--- config.mk ---
export PLATFORM = sky130hd
export DESIGN_NAME = mem_access_unit
export DESIGN_NICKNAME = d
export VERILOG_FILES = /design/src/rtl/mem_access_unit.sv
export SDC_FILE = /design/constraint.sdc
export NUM_CORES = 1
export LEC_CHECK = 0
export CORE_UTILIZATION = 44
export DETAILED_ROUTE_END_ITERATION = 8
export HOLD_SLACK_MARGIN = 0.02
export PLACE_DENSITY_LB_ADDON = 0.12
export RECOVER_POWER = 50
export SYNTH_ARGS = -nofsm -noshare
export SYNTH_HDL_FRONTEND = slang
export SYNTH_SLANG_ARGS = --single-unit
--- constraint.sdc ---
create_clock -name clk_i -period 14.35 [get_ports clk_i]
set_input_delay 2.87 -clock clk_i [delete_from_list [all_inputs] [get_ports clk_i]]
set_output_delay 2.87 -clock clk_i [all_outputs]
set_load 0.005 [all_outputs]
--- src/rtl/mem_access_unit.sv ---
// mem_access_unit
// MEM-stage access controller between the EX/MEM register and the data
// memory port. Loads and stores run a req/ack transaction and stall the
// front of the pipeline. Non-memory instructions pass to MEM/WB in one cycle.
// Optional feature: define MEM_TIMEOUT_EN to bound the BUSY wait at
// TIMEOUT_CYCLES. On expiry the access completes with 32'hDEADBEEF and
// err_o is set (sticky).
module mem_access_unit #(
    parameter int unsigned TIMEOUT_CYCLES = 16
) (
    input  logic        clk_i,
    input  logic        rst_i,
    input  logic        MemRead_i,
    input  logic        MemWrite_i,
    input  logic        RegWrite_i,
    input  logic        MemtoReg_i,
    input  logic [31:0] ALUres_i,
    input  logic [31:0] wrdata_i,
    input  logic [4:0]  WriteBackPath_i,
    output logic        mem_req_o,
    output logic        mem_we_o,
    output logic [31:0] mem_addr_o,
    output logic [31:0] mem_wdata_o,
    input  logic        mem_ack_i,
    input  logic [31:0] mem_rdata_i,
    output logic        stall_o,
    output logic        RegWrite_o,
    output logic        MemtoReg_o,
    output logic [31:0] ALUres_o,
    output logic [31:0] rddata_o,
    output logic [4:0]  WriteBackPath_o,
    output logic        err_o
);

    typedef enum logic {IDLE, BUSY} state_t;

    // Catch an out-of-range timeout setting at elaboration time
    if (TIMEOUT_CYCLES < 2 || TIMEOUT_CYCLES > 255) begin : g_bad_timeout
        $error("mem_access_unit: TIMEOUT_CYCLES must be in 2..255");
    end

    state_t      state_q, state_d;
    logic        mem_req_q, mem_req_d;
    logic        mem_we_q, mem_we_d;
    logic [31:0] mem_addr_q, mem_addr_d;
    logic [31:0] mem_wdata_q, mem_wdata_d;
    logic        regwrite_q, regwrite_d;
    logic        memtoreg_q, memtoreg_d;
    logic [31:0] alures_q, alures_d;
    logic [31:0] rddata_q, rddata_d;
    logic [4:0]  wbpath_q, wbpath_d;

    logic        acc;
    logic        done;
    logic [31:0] rdata_eff;

    assign acc = MemRead_i | MemWrite_i;

`ifdef MEM_TIMEOUT_EN
    localparam logic [7:0] TMO_LAST = 8'(TIMEOUT_CYCLES - 1);

    logic [7:0] cnt_q, cnt_d;
    logic       err_q, err_d;
    logic       tmo;

    // Expiry fires on the TIMEOUT_CYCLES-th BUSY cycle; a real ack wins
    assign tmo       = (state_q == BUSY) && !mem_ack_i && (cnt_q == TMO_LAST);
    assign done      = mem_ack_i | tmo;
    assign rdata_eff = mem_ack_i ? mem_rdata_i : 32'hDEADBEEF;
    assign err_o     = err_q;
`else
    assign done      = mem_ack_i;
    assign rdata_eff = mem_rdata_i;
    assign err_o     = 1'b0;
`endif

    // Next-state, memory-port and MEM/WB update; stall is combinational
    always_comb begin
        state_d     = state_q;
        mem_req_d   = mem_req_q;
        mem_we_d    = mem_we_q;
        mem_addr_d  = mem_addr_q;
        mem_wdata_d = mem_wdata_q;
        regwrite_d  = regwrite_q;
        memtoreg_d  = memtoreg_q;
        alures_d    = alures_q;
        rddata_d    = rddata_q;
        wbpath_d    = wbpath_q;
`ifdef MEM_TIMEOUT_EN
        cnt_d       = cnt_q;
        err_d       = err_q;
`endif
        stall_o     = 1'b0;

        case (state_q)
            IDLE: begin
                if (acc) begin
                    stall_o     = 1'b1;
                    state_d     = BUSY;
                    mem_req_d   = 1'b1;
                    mem_we_d    = MemWrite_i;
                    mem_addr_d  = ALUres_i;
                    mem_wdata_d = wrdata_i;
                    regwrite_d  = 1'b0;
                    memtoreg_d  = 1'b0;
`ifdef MEM_TIMEOUT_EN
                    cnt_d       = 8'd0;
`endif
                end else begin
                    regwrite_d  = RegWrite_i;
                    memtoreg_d  = MemtoReg_i;
                    alures_d    = ALUres_i;
                    wbpath_d    = WriteBackPath_i;
                    rddata_d    = 32'd0;
                end
            end
            BUSY: begin
                if (done) begin
                    state_d     = IDLE;
                    mem_req_d   = 1'b0;
                    regwrite_d  = RegWrite_i;
                    memtoreg_d  = MemtoReg_i;
                    alures_d    = ALUres_i;
                    wbpath_d    = WriteBackPath_i;
                    rddata_d    = mem_we_q ? 32'd0 : rdata_eff;
`ifdef MEM_TIMEOUT_EN
                    if (tmo) err_d = 1'b1;
`endif
                end else begin
                    stall_o     = 1'b1;
                    regwrite_d  = 1'b0;
                    memtoreg_d  = 1'b0;
`ifdef MEM_TIMEOUT_EN
                    cnt_d       = cnt_q + 8'd1;
`endif
                end
            end
            default: state_d = IDLE;
        endcase

        if (rst_i) stall_o = 1'b0;
    end

    // State and output registers; reset drops mem_req_o without waiting for ack
    always_ff @(posedge clk_i or posedge rst_i) begin
        if (rst_i) begin
            state_q     <= IDLE;
            mem_req_q   <= 1'b0;
            mem_we_q    <= 1'b0;
            mem_addr_q  <= 32'd0;
            mem_wdata_q <= 32'd0;
            regwrite_q  <= 1'b0;
            memtoreg_q  <= 1'b0;
            alures_q    <= 32'd0;
            rddata_q    <= 32'd0;
            wbpath_q    <= 5'd0;
`ifdef MEM_TIMEOUT_EN
            cnt_q       <= 8'd0;
            err_q       <= 1'b0;
`endif
        end else begin
            state_q     <= state_d;
            mem_req_q   <= mem_req_d;
            mem_we_q    <= mem_we_d;
            mem_addr_q  <= mem_addr_d;
            mem_wdata_q <= mem_wdata_d;
            regwrite_q  <= regwrite_d;
            memtoreg_q  <= memtoreg_d;
            alures_q    <= alures_d;
            rddata_q    <= rddata_d;
            wbpath_q    <= wbpath_d;
`ifdef MEM_TIMEOUT_EN
            cnt_q       <= cnt_d;
            err_q       <= err_d;
`endif
        end
    end

    assign mem_req_o       = mem_req_q;
    assign mem_we_o        = mem_we_q;
    assign mem_addr_o      = mem_addr_q;
    assign mem_wdata_o     = mem_wdata_q;
    assign RegWrite_o      = regwrite_q;
    assign MemtoReg_o      = memtoreg_q;
    assign ALUres_o        = alures_q;
    assign rddata_o        = rddata_q;
    assign WriteBackPath_o = wbpath_q;

endmodule

==> flow_metrics.env, run 1 <==
export IMPL_ys_ff_latch=138
export IMPL_wl_met3_um=1040
export IMPL_status="finished with violations"
export IMPL_finalHoldViolCount=0
export IMPL_tns_ps=0
export IMPL_yosysUniqueCellTypes=20
export IMPL_vias=3521
export IMPL_routed_wl_um=12300
export IMPL_drt_pass1_iterations=4
export IMPL_cts_root_buf="clkbuf_16"
export IMPL_dr_max_layer_used="met4"
export IMPL_final_cell_mix="138 x dfrtp_1, 124 x dlygate4sd3_1, 121 x clkdlybuf4s50_1"
export IMPL_fin_crit_ps=8490
export IMPL_multiInputGateArea_um2=1530
export IMPL_start_util=0.451
export IMPL_crit_path_end_kind="output pin"
export IMPL_ctsResizeCount=0
export IMPL_grt_max_degree=83
export IMPL_clock_sinks=138
export IMPL_syn_inst=303
export IMPL_antenna_cells=0
export IMPL_maxCapViolations=3
export IMPL_crit_type="input pin to output pin"
export IMPL_ir_worst_vdd_mv=0.0868
export IMPL_cts_max_path_buffers=2
export IMPL_route_antenna_remaining_nets=0
export IMPL_overflow=0
export IMPL_setup_violations_final=0
export IMPL_maxSlewViolCount=154
export IMPL_h_tree_depth=4
export IMPL_cp_required_ps=11480
export IMPL_io_pins=247
export IMPL_ys_warn_count=0
export IMPL_cts_setup_buffers=0
export IMPL_fp_coreArea_um2=11400
export IMPL_grt_pass1_wl_um=18100
export IMPL_drive_gt1_frac=0.231
export IMPL_hold_slack_ps=481
export IMPL_postSynthAreaPerCell_um2=17.0
export IMPL_gp_congestion=0.704
export IMPL_dr_wl_met2_um=5880
export IMPL_cts_buffers=17
export IMPL_setup_worst_path_start_class="input pin"
export IMPL_drc=0
export IMPL_ctsHoldBuffers=0
export IMPL_critPathMaxFanout=39
export IMPL_syn_nets=411
export IMPL_die_height_um=110
export IMPL_design_die_area_um2=12100
export IMPL_ys_seq_area_frac=0.670
export IMPL_worstMarginPinSlew_ps=3550
export IMPL_wl_met1_um=4970
export IMPL_clock_latency_ps=410
export IMPL_syn_area_um2=5150
export IMPL_clk_pin_slew_ps=60
export IMPL_violations="capacitance limit, slew limit"
export IMPL_fmax_mhz=118
export IMPL_vias_per_cell=4.99
export IMPL_finalClockSkew_ps=3.88
export IMPL_cts_tree="done"
export IMPL_slew_headroom=-1.38
export IMPL_rsz0062_at_grt="no"
export IMPL_period_share=0.591
export IMPL_syn2layout_area_growth_pct=59.3
export IMPL_drt_iter0_drc=138
export IMPL_r2r_slack_ps=10910
export IMPL_wl_per_cell_um=17.4
export IMPL_p_leak_nw=3.59
export IMPL_io_buffers=245
export IMPL_final_net_count=659
export IMPL_register_area_um2=3450
export IMPL_groute_usage_overall=0.204
export IMPL_fill_cells=812
export IMPL_crit_arrival_ps=5620
export IMPL_pwr_density_cell_nw_per_um2=148
export IMPL_hold_class="flop to flop"
export IMPL_antenna_found_initial=0
export IMPL_hpwlAfterDp_um=8500
export IMPL_fp_dieW_um=110
export IMPL_mostFrequentLayoutCell="dfrtp_1"
export IMPL_rows=39
export IMPL_grt_pass1_vias=3610
-- stage by stage --
step                total power (W)  cells  utilization  setup slack, ps  area (um2)
floorplan                  0.000624    303            -             7780        5150
global placement           0.000826    675        0.671             6690        7660
finish                      0.00121    706        0.719             5860        8210
CTS                         0.00125    706        0.721             6670        8230
global route                0.00127    706        0.719             5540        8210
detailed placement         0.000835    675        0.671             6680        7660
-- sequential cells by signal, summed over array words and instances (netlist names) --
register,count
state_q,1
rddata_o,32
MemtoReg_o,1
WriteBackPath_o,5
mem_addr_o,32
ALUres_o,32
mem_we_o,1
mem_req_o,1
RegWrite_o,1
mem_wdata_o,32
-- logic make-up after synthesis --
| family | Yosys count | synth area share |
|---|---|---|
| muxes | 102 | 0.230 |
| AOI/OAI and AO/OA | 34 | 0.0573 |
| other | 1 | 0.000728 |
| buffers and inverters | 21 | 0.0323 |
| DFF | 138 | 0.670 |
| and+or+nand+nor | 7 | 0.00899 |
-- cell type report --
type | instances | area share
clock buffer | 24 | 0.0611
clock inverter | 7 | 0.00793
inverter | 3 | 0.00152
multi-input combinational | 144 | 0.186
sequential | 138 | 0.421
tap | 143 | 0.0218
timing repair buffer | 247 | 0.301
-- cells in the mapped netlist (all sizes together) --
master / instances / area, um2
o21bai: 1 / 7.51
dfrtp: 138 / 3450
or3: 1 / 11.3
a22o: 32 / 280
inv: 3 / 11.3
nand2: 2 / 15.0
buf: 18 / 155
and2: 2 / 12.5
mux2: 102 / 1190
nor2: 2 / 7.51
a21boi: 1 / 7.51
conb: 1 / 3.75
-- worst max-delay path, cell delays in order --
cell and delay, ps:
clkdlybuf4s50_1 430, or3_4 380, nand2_1 1330, nor2_1 60
clkdlybuf4s50_1 510
-- layer usage --
metal,GRT usage,up-vias
met4,0.108,0
met3,0.0758,27
li1,-,1582
met2,0.323,162
met5,0,-
met1,0.243,1750
-- power breakdown --
group	total, W	switching (W)	internal (W)
registers	0.000505	0.0000377	0.000467
logic	0.000292	0.0000960	0.000196
clock network	0.000414	0.000155	0.000259
total	0.00121	0.000289	0.000922
-- final timing paths --
check | from | to | depth (start not counted)
worst max-delay path | MemWrite_i | stall_o | 5
worst max register to register | state_q$_DFF_PP0_ | ALUres_o[1]$_DFFE_PP0P_ | 4
worst min register to register | ALUres_o[8]$_DFFE_PP0P_ | ALUres_o[8]$_DFFE_PP0P_ | 1
min in group asynchronous | rst_i | WriteBackPath_o[4]$_DFFE_PP0P_ | 2
worst min-delay path | ALUres_o[8]$_DFFE_PP0P_ | ALUres_o[8]$_DFFE_PP0P_ | 1
max in group asynchronous | rst_i | mem_addr_o[5]$_DFFE_PP0P_ | 3
Power figures use the tool's default switching activity.
==> inputs of run 2 (changes only) <==
Settings changed: CORE_UTILIZATION 44 to 41.
Clock period 14.35 ns to 8.9 ns, I/O delays scaled along.
==> flow_metrics.env, run 2 (synthesis gave the netlist of run 1 again) <==
export IMPL_status="finished with violations"
export IMPL_violations="capacitance limit, slew limit"
export IMPL_clk_pin_slew_ps=50
export IMPL_pwr_density_cell_nw_per_um2=233
export IMPL_maxCapViolations=2
export IMPL_hpwlAfterDp_um=8530
export IMPL_final_cell_mix="138 x dfrtp_1, 125 x clkdlybuf4s50_1, 120 x dlygate4sd3_1"
export IMPL_setup_worst_path_start_class="input pin"
export IMPL_min_path_cells=1
export IMPL_dp_cells=700
export IMPL_drive_gt1_frac=0.225
export IMPL_groute_usage_overall=0.196
export IMPL_whs_endpoint="ALUres_o[8]$_DFFE_PP0P_"
export IMPL_gp_congestion=0.741
export IMPL_rsz0062_at_grt="no"
export IMPL_finalHoldViolCount=0
export IMPL_clock_sinks=138
export IMPL_worstMarginPinSlew_ps=3050
export IMPL_fp_coreArea_um2=12100
export IMPL_rows=40
export IMPL_routed_wl_um=12100
export IMPL_wl_per_cell_um=16.6
export IMPL_ctsHoldBuffers=0
export IMPL_ff2ff_path_depth=4
export IMPL_clock_latency_ps=400
export IMPL_cts_root_buf="clkbuf_16"
export IMPL_cts_buffers=17
export IMPL_start_util=0.425
export IMPL_ctsResizeCount=0
export IMPL_antenna_cells=0
export IMPL_fin_crit_ps=6500
export IMPL_route_antenna_remaining_nets=0
export IMPL_hold_class="flop to flop"
export IMPL_syn2layout_area_growth_pct=59.2
export IMPL_vias=3487
export IMPL_ir_worst_vdd_mv=0.131
export IMPL_r2r_slack_ps=5360
export IMPL_cts_tree="done"
export IMPL_utilization=0.677
export IMPL_drt_iter0_drc=105
export IMPL_drc=0
export IMPL_cp_required_ps=7120
export IMPL_fmax_mhz=154
export IMPL_mostFrequentLayoutCell="dfrtp_1"
export IMPL_p_leak_nw=3.57
export IMPL_cts_max_path_buffers=2
export IMPL_fill_cells=908
export IMPL_crit_path_end_kind="output pin"
export IMPL_overflow=0
export IMPL_antenna_found_initial=0
export IMPL_crit_arrival_ps=4720
export IMPL_crit_type="input pin to output pin"
export IMPL_grt_pass1_wl_um=18900
export IMPL_period_share=0.730
export IMPL_stdcell_count=729
export IMPL_r2r_end="ALUres_o[0]$_DFFE_PP0P_"
export IMPL_grt_pass1_vias=3682
export IMPL_final_net_count=659
export IMPL_io_buffers=245
export IMPL_critPathMaxFanout=39
export IMPL_r2r_start="state_q$_DFF_PP0_"
export IMPL_vias_per_cell=4.78
export IMPL_drt_pass1_iterations=4
export IMPL_fp_dieW_um=114
export IMPL_tns_ps=0
export IMPL_grt_max_degree=73
export IMPL_die_height_um=114
export IMPL_h_tree_depth=4
export IMPL_finalClockSkew_ps=4.28
export IMPL_setup_violations_final=0
export IMPL_worstHoldStart="ALUres_o[8]$_DFFE_PP0P_"
export IMPL_design_die_area_um2=13000
export IMPL_io_pins=247
export IMPL_slew_headroom=-1.05
export IMPL_cts_setup_buffers=0
export IMPL_maxSlewViolCount=113
-- run 2: final cells by class --
| class | count | area (um2) | area share |
|---|---|---|---|
| Tap cell | 168 | 210 | 0.0256 |
| Clock buffer | 27 | 523 | 0.0638 |
| Clock inverter | 2 | 10.0 | 0.00122 |
| Inverter | 3 | 12.5 | 0.00153 |
| Sequential cell | 138 | 3450 | 0.421 |
| Timing Repair Buffer | 247 | 2470 | 0.301 |
| Multi-Input combinational cell | 144 | 1530 | 0.186 |
-- run 2: through the flow --
step	area (um2)	hold WS [ps]	setup slack, ps	power (W)
global route	8200	504	2240	0.00201
CTS	8220	487	3410	0.00198
floorplan	5150	483	3420	0.00101
finish	8200	478	2400	0.00191
global placement	7690	469	3420	0.00133
detailed placement	7690	475	3400	0.00135
-- run 2: critical path: stages --
cell and delay, ps:
dlygate4sd3_1 570, or3_4 360, nand2_1 1420, nor2_1 60, clkdlybuf4s50_1 510
-- run 2: where the power goes --
group	switching [W]	internal [W]	total, W
Sequential	0.0000592	0.000754	0.000813
Combinational	0.000156	0.000317	0.000473
Clock	0.000231	0.000395	0.000625
Total	0.000446	0.00147	0.00191
-- run 2: worst max-delay path by stage --
stage | slack [ps] | start | to
CTS | 3410 | MemWrite_i | stall_o
finish | 2400 | MemWrite_i | stall_o
global route | 2240 | MemWrite_i | stall_o
detailed placement | 3400 | MemWrite_i | stall_o
global placement | 3420 | MemWrite_i | stall_o
floorplan | 3420 | rst_i | ALUres_o[0]$_DFFE_PP0P_
-- run 2: layer usage --
metal	up-vias	routed length [um]	track usage
li1	1592	-	-
met3	19	1150	0.0879
met2	163	5950	0.325
met4	0	225	0.0823
met1	1713	4760	0.219
met5	-	0	0
==> variant 1: new RTL, settings of run 2 <==
Add a define of `MEM_TIMEOUT_EN`.
--- a/src/rtl/mem_access_unit.sv
+++ b/src/rtl/mem_access_unit.sv
@@ -5,6 +5,8 @@
 // Optional feature: define MEM_TIMEOUT_EN to bound the BUSY wait at
 // TIMEOUT_CYCLES. On expiry the access completes with 32'hDEADBEEF and
 // err_o is set (sticky).
+`define MEM_TIMEOUT_EN
+
 module mem_access_unit #(
     parameter int unsigned TIMEOUT_CYCLES = 16
 ) (
Check against the original RTL: no difference found for any inputs over 4 cycles, from zero or initial values and one cycle with rst_i high; that may be too few to reach the edited logic, so the function may still have changed.
==> variant 1 against run 2 <==
- hold slack got worse by 8.3 ps
- setup slack improved by 450 ps
- synthesized cell count increased by 70%
- first-iteration DRC count increased by 100%
- clock power increased by 25%
- the flow still finishes with violations (max-capacitance violations, max-slew violations)
- area after synthesis increased by 12%
- sequential cell count increased by 9
- critical path type unchanged
- total power increased by 34%
- non-clock buffer count increased by 4
- core utilization decreased by 1.0 points
- design area increased by 9.4%
- largest cell class unchanged
- routed wire length increased by 25%
==> variant 1: results <==
group,metric,value,unit
final_layout,diodes,0,
timing,clock_skew,5.225,ps
timing,slew_viol_final,129,
final_layout,layout-drive-gt1-share,0.1013,
placement,dpl.hpwl,10.27,mm
synthesis,ys_warn_count,0,
global_route,grt_pass1_wl,24.09,mm
power_and_ir_drop,p_leak,4.253,nW
synthesis,synth_nets,625,
route,met1Wirelength,6.246,mm
power_and_ir_drop,p_seq,0.993,mW
synthesis,synth_ff_type,"dfrtp_1",
route,top_layer,"met4",
power_and_ir_drop,p_int,1.858,mW
route,routedWlPerCell,15.95,um
route,route.vias.total,4647,
synthesis,async_flop_share,1.000,
clock_tree,cts_setup_buffers,0,
clock_tree,postCtsHoldBufs,0,
clock_tree,clk_latency,420,ps
global_route,use_met1,0.2569,
run_status,failed_checks,"max-capacitance violations, max-slew violations",
global_route,grt_max_degree,87,
route,post_drt_via_cell_ratio,4.912,
placement,io_buffers,246,
critical_path,arrival,4270,ps
synthesis,ys_types,37,
global_route,grt_util_met3,0.08443,
run_status,status,"complete, but fails checks",
route,wl_met3,1.316,mm
route,drt_iter0_drc,212,
placement,place.gp.congestion,0.8029,
synthesis,ys_seq_area_frac,0.6400,
hold_path,hp-class,"reg2reg",
synthesis,synth_area_leaders,"dfrtp_1, nand2_1, mux2_2, a22o_1, nand2b_1",
final_layout,fillers,1070,
power_and_ir_drop,p_clk,0.782,mW
final_layout,finalNetCount,866,
placement,place_inst,914,
clock_tree,cts_inserted_buffers,17,
clock_tree,clk_pin_slew,60,ps
route,met2_length,7.318,mm
global_route,antenna_found_initial,0,
clock_tree,clock_tree.htree_level_count,4,
clock_tree,root_buffer,"clkbuf_16",
clock_tree,cts_buffer_depth,2,
synthesis,synth_common_cells,"nand2_1, dfrtp_1, mux2_2, a22o_1, nand2b_1",
timing,setup_viol,0,
critical_path,crit_path_max_fanout,32,
timing,slew-limit-headroom,-0.9788,
global_route,first_global_vias,4784,
flow_run,drv_cap,2,
global_route,globalRouteTotalUtil,0.2176,
synthesis,syn_area_per_cell,11.14,um^2
power_and_ir_drop,ir_drop,0.0001721,V
global_route,use_met2,0.3621,
placement,dp_slack,3542,ps
route,drtPass1Iterations,4,
## variant 1: changes by cell type in the layout (fill, tap and decap cells not counted), moves of 7 or more
| cell | before | now |
|---|---|---|
| nand2_1 | 2 | 197 |
| mux2_2 | 85 | 39 |
| nand2b_1 | 0 | 25 |
| mux2_4 | 10 | 0 |
| dfrtp_1 | 138 | 147 |
| mux2_1 | 7 | 0 |
## variant 1: stage by stage
stage	total power, mW	utilization	instance area (um^2)	hold slack, ps
floorplan	1.320	-	5748	451.0
global route	2.707	0.6670	8974	491.0
global placement	1.841	0.6193	8332	455.9
detailed placement	1.863	0.6193	8332	462.2
CTS	2.663	0.6679	8985	476.7
finish	2.557	0.6670	8974	469.6
## variant 1: critical path, stage by stage
cell and delay, ps:
clkdlybuf4s50_1 450, clkbuf_1 990, nor2b_1 210, o31a_1 230
nor2_4 120, nor2_1 50, clkdlybuf4s50_1 430
## variant 1: worst paths after layout
path / slack (ps) / from / to / depth (start not counted)
worst max-delay path: 2850 / mem_ack_i / stall_o / 7
worst min-delay path: 470 / mem_addr_o[2] / mem_addr_o[2] / 2
worst max register to register: 5630 / state_q / mem_addr_o[27] / 4
worst min register to register: 470 / mem_addr_o[2] / mem_addr_o[2] / 2
max in group asynchronous: 4290 / rst_i / mem_wdata_o[4] / 3
min in group asynchronous: 2600 / rst_i / ALUres_o[3] / 2
## variant 1: cell families after synthesis
group,Yosys count,synth area share
AO/OA/AOI/OAI,50,0.06966
multiplexers,40,0.07815
AND/OR/NAND/NOR,246,0.1798
buffers and inverters,32,0.03026
flip-flops,147,0.6400
adder cells (fa/ha/maj),1,0.002176
## variant 1: layout make-up
class                   count  area share
inverters                   3    0.001673
clock inverters             9     0.01952
clock buffers              23     0.05326
multi-input cells         337      0.2133
flip-flops and latches    147      0.4099
well taps                 176     0.02454
repair buffers            251      0.2777
==> variant 2: new RTL, config.mk and constraints of run 2 <==
Without the edit above. Make the reset (`rst_i`) synchronous in one clocked block.
--- a/src/rtl/mem_access_unit.sv
+++ b/src/rtl/mem_access_unit.sv
@@ -142,7 +142,7 @@
     end
 
     // State and output registers; reset drops mem_req_o without waiting for ack
-    always_ff @(posedge clk_i or posedge rst_i) begin
+    always_ff @(posedge clk_i) begin
         if (rst_i) begin
             state_q     <= IDLE;
             mem_req_q   <= 1'b0;
Function: differs if rst_i is asserted again (counterexample within 4 cycles, from zero or initial values and one cycle with rst_i high); with rst_i held inactive, the same outputs for 4 cycles.
==> variant 2 against run 2 <==
- the run still ends with max-capacitance violations, max-slew violations left
- clock skew is 1.1 ps lower
- non-clock buffer count is 3 higher
- core utilization is 3.6 points higher
- area after synthesis is 13% lower
- setup slack better by 1100 ps
- register-to-register slack worse by 110 ps
- routed wire length is 12% higher
- first-iteration DRC count is 64% higher
- sequential cell count stayed put
- design area is 9.0% lower
- die area is 13% lower
- count of clock-buffer cells in the layout stayed put
Power is not compared: it rests on default switching activity, and its combinational part moved more than twofold at a synthesized area within 25%.
==> variant 2: results <==
group,metric,value,unit
synthesis,async_flop_share,0,
synthesis,ys_seq_area_frac,0.6149,
clock_tree,clk_latency,520,ps
run_status,failed_checks,"max-capacitance violations, max-slew violations",
synthesis,ys_types,22,
placement,place_inst,805,
route,routedWlPerCell,16.21,um
route,met1Wirelength,5.268,mm
placement,dpl.hpwl,9.230,mm
global_route,antenna_found_initial,1,
route,wl_met3,1.414,mm
critical_path,crit_path_max_fanout,6,
synthesis,synth_common_cells,"dfxtp_1, nand2_1, a22o_1, a21oi_1, clkbuf_1",
route,finalWirelength,13.55,mm
global_route,use_met1,0.2631,
critical_path,arrival,3580,ps
global_route,grt_max_degree,72,
route,met2_length,6.437,mm
global_route,grt_pass1_wl,21.00,mm
timing,slew_viol_final,132,
route,drt_iter0_drc,172,
placement,place.gp.congestion,0.7480,
flow_run,drv_cap,2,
route,route.vias.total,4184,
final_layout,area_growth,66.08,%
global_route,globalRouteTotalUtil,0.2432,
run_status,status,"complete, but fails checks",
synthesis,syn_inst,456,
-- variant 2: power by group through the flow --
stage	registers (mW)	clock network [mW]	logic, mW
after floorplan	0.694	0	0.0745
after detailed placement	0.691	0	0.222
after global routing	0.682	0.640	0.229
final	0.677	0.593	0.211
after global placement	0.689	0	0.218
after CTS	0.679	0.608	0.224
-- variant 2: kinds of logic after synthesis --
logic type	share of synthesized area
simple gates	0.1250
other cells	0.0008346
compound gates	0.2133
buf+inv	0.04372
flops	0.6149
mux	0.002228
-- variant 2: final cells by class --
class,instances,area (um^2)
Clock inverter,3,15.01
Clock buffer,27,481.7
Antenna cell,1,2.502
Fill cell,794,3000
Multi-Input combinational cell,281,1553
Sequential cell,138,2763
Tap cell,136,170.2
Timing Repair Buffer,250,2477
-- variant 2: through the flow --
| stage | area (um^2) | hold slack, ps | worst slack (ps) |
|---|---|---|---|
| 4_1_cts | 7467 | 453.0 | 3628 |
| 3_3_place_gp | 6970 | 440.8 | 3657 |
| 2_1_floorplan | 4493 | 452.7 | 4555 |
| 5_1_grt | 7460 | 465.7 | 3479 |
| 6_report | 7462 | 447.2 | 3536 |
| 3_5_place_dp | 6970 | 445.3 | 3640 |
-- variant 2: path summary, 6_finish.rpt --
| kind | start | to | cells past startpoint |
|---|---|---|---|
| setup / recovery | MemWrite_i | stall_o | 4 |
| hold / removal | mem_addr_o[6] | mem_addr_o[6] | 2 |
| setup reg to reg | state_q | ALUres_o[8] | 4 |
| hold reg to reg | mem_addr_o[6] | mem_addr_o[6] | 2 |
-- variant 2: worst reg2reg max path, cell delays in order (launching register included) --
cell      delay (ps)
dfxtp_1          400
or3_1            290
nor2b_4          210
clkbuf_1        2190
a22o_1           490
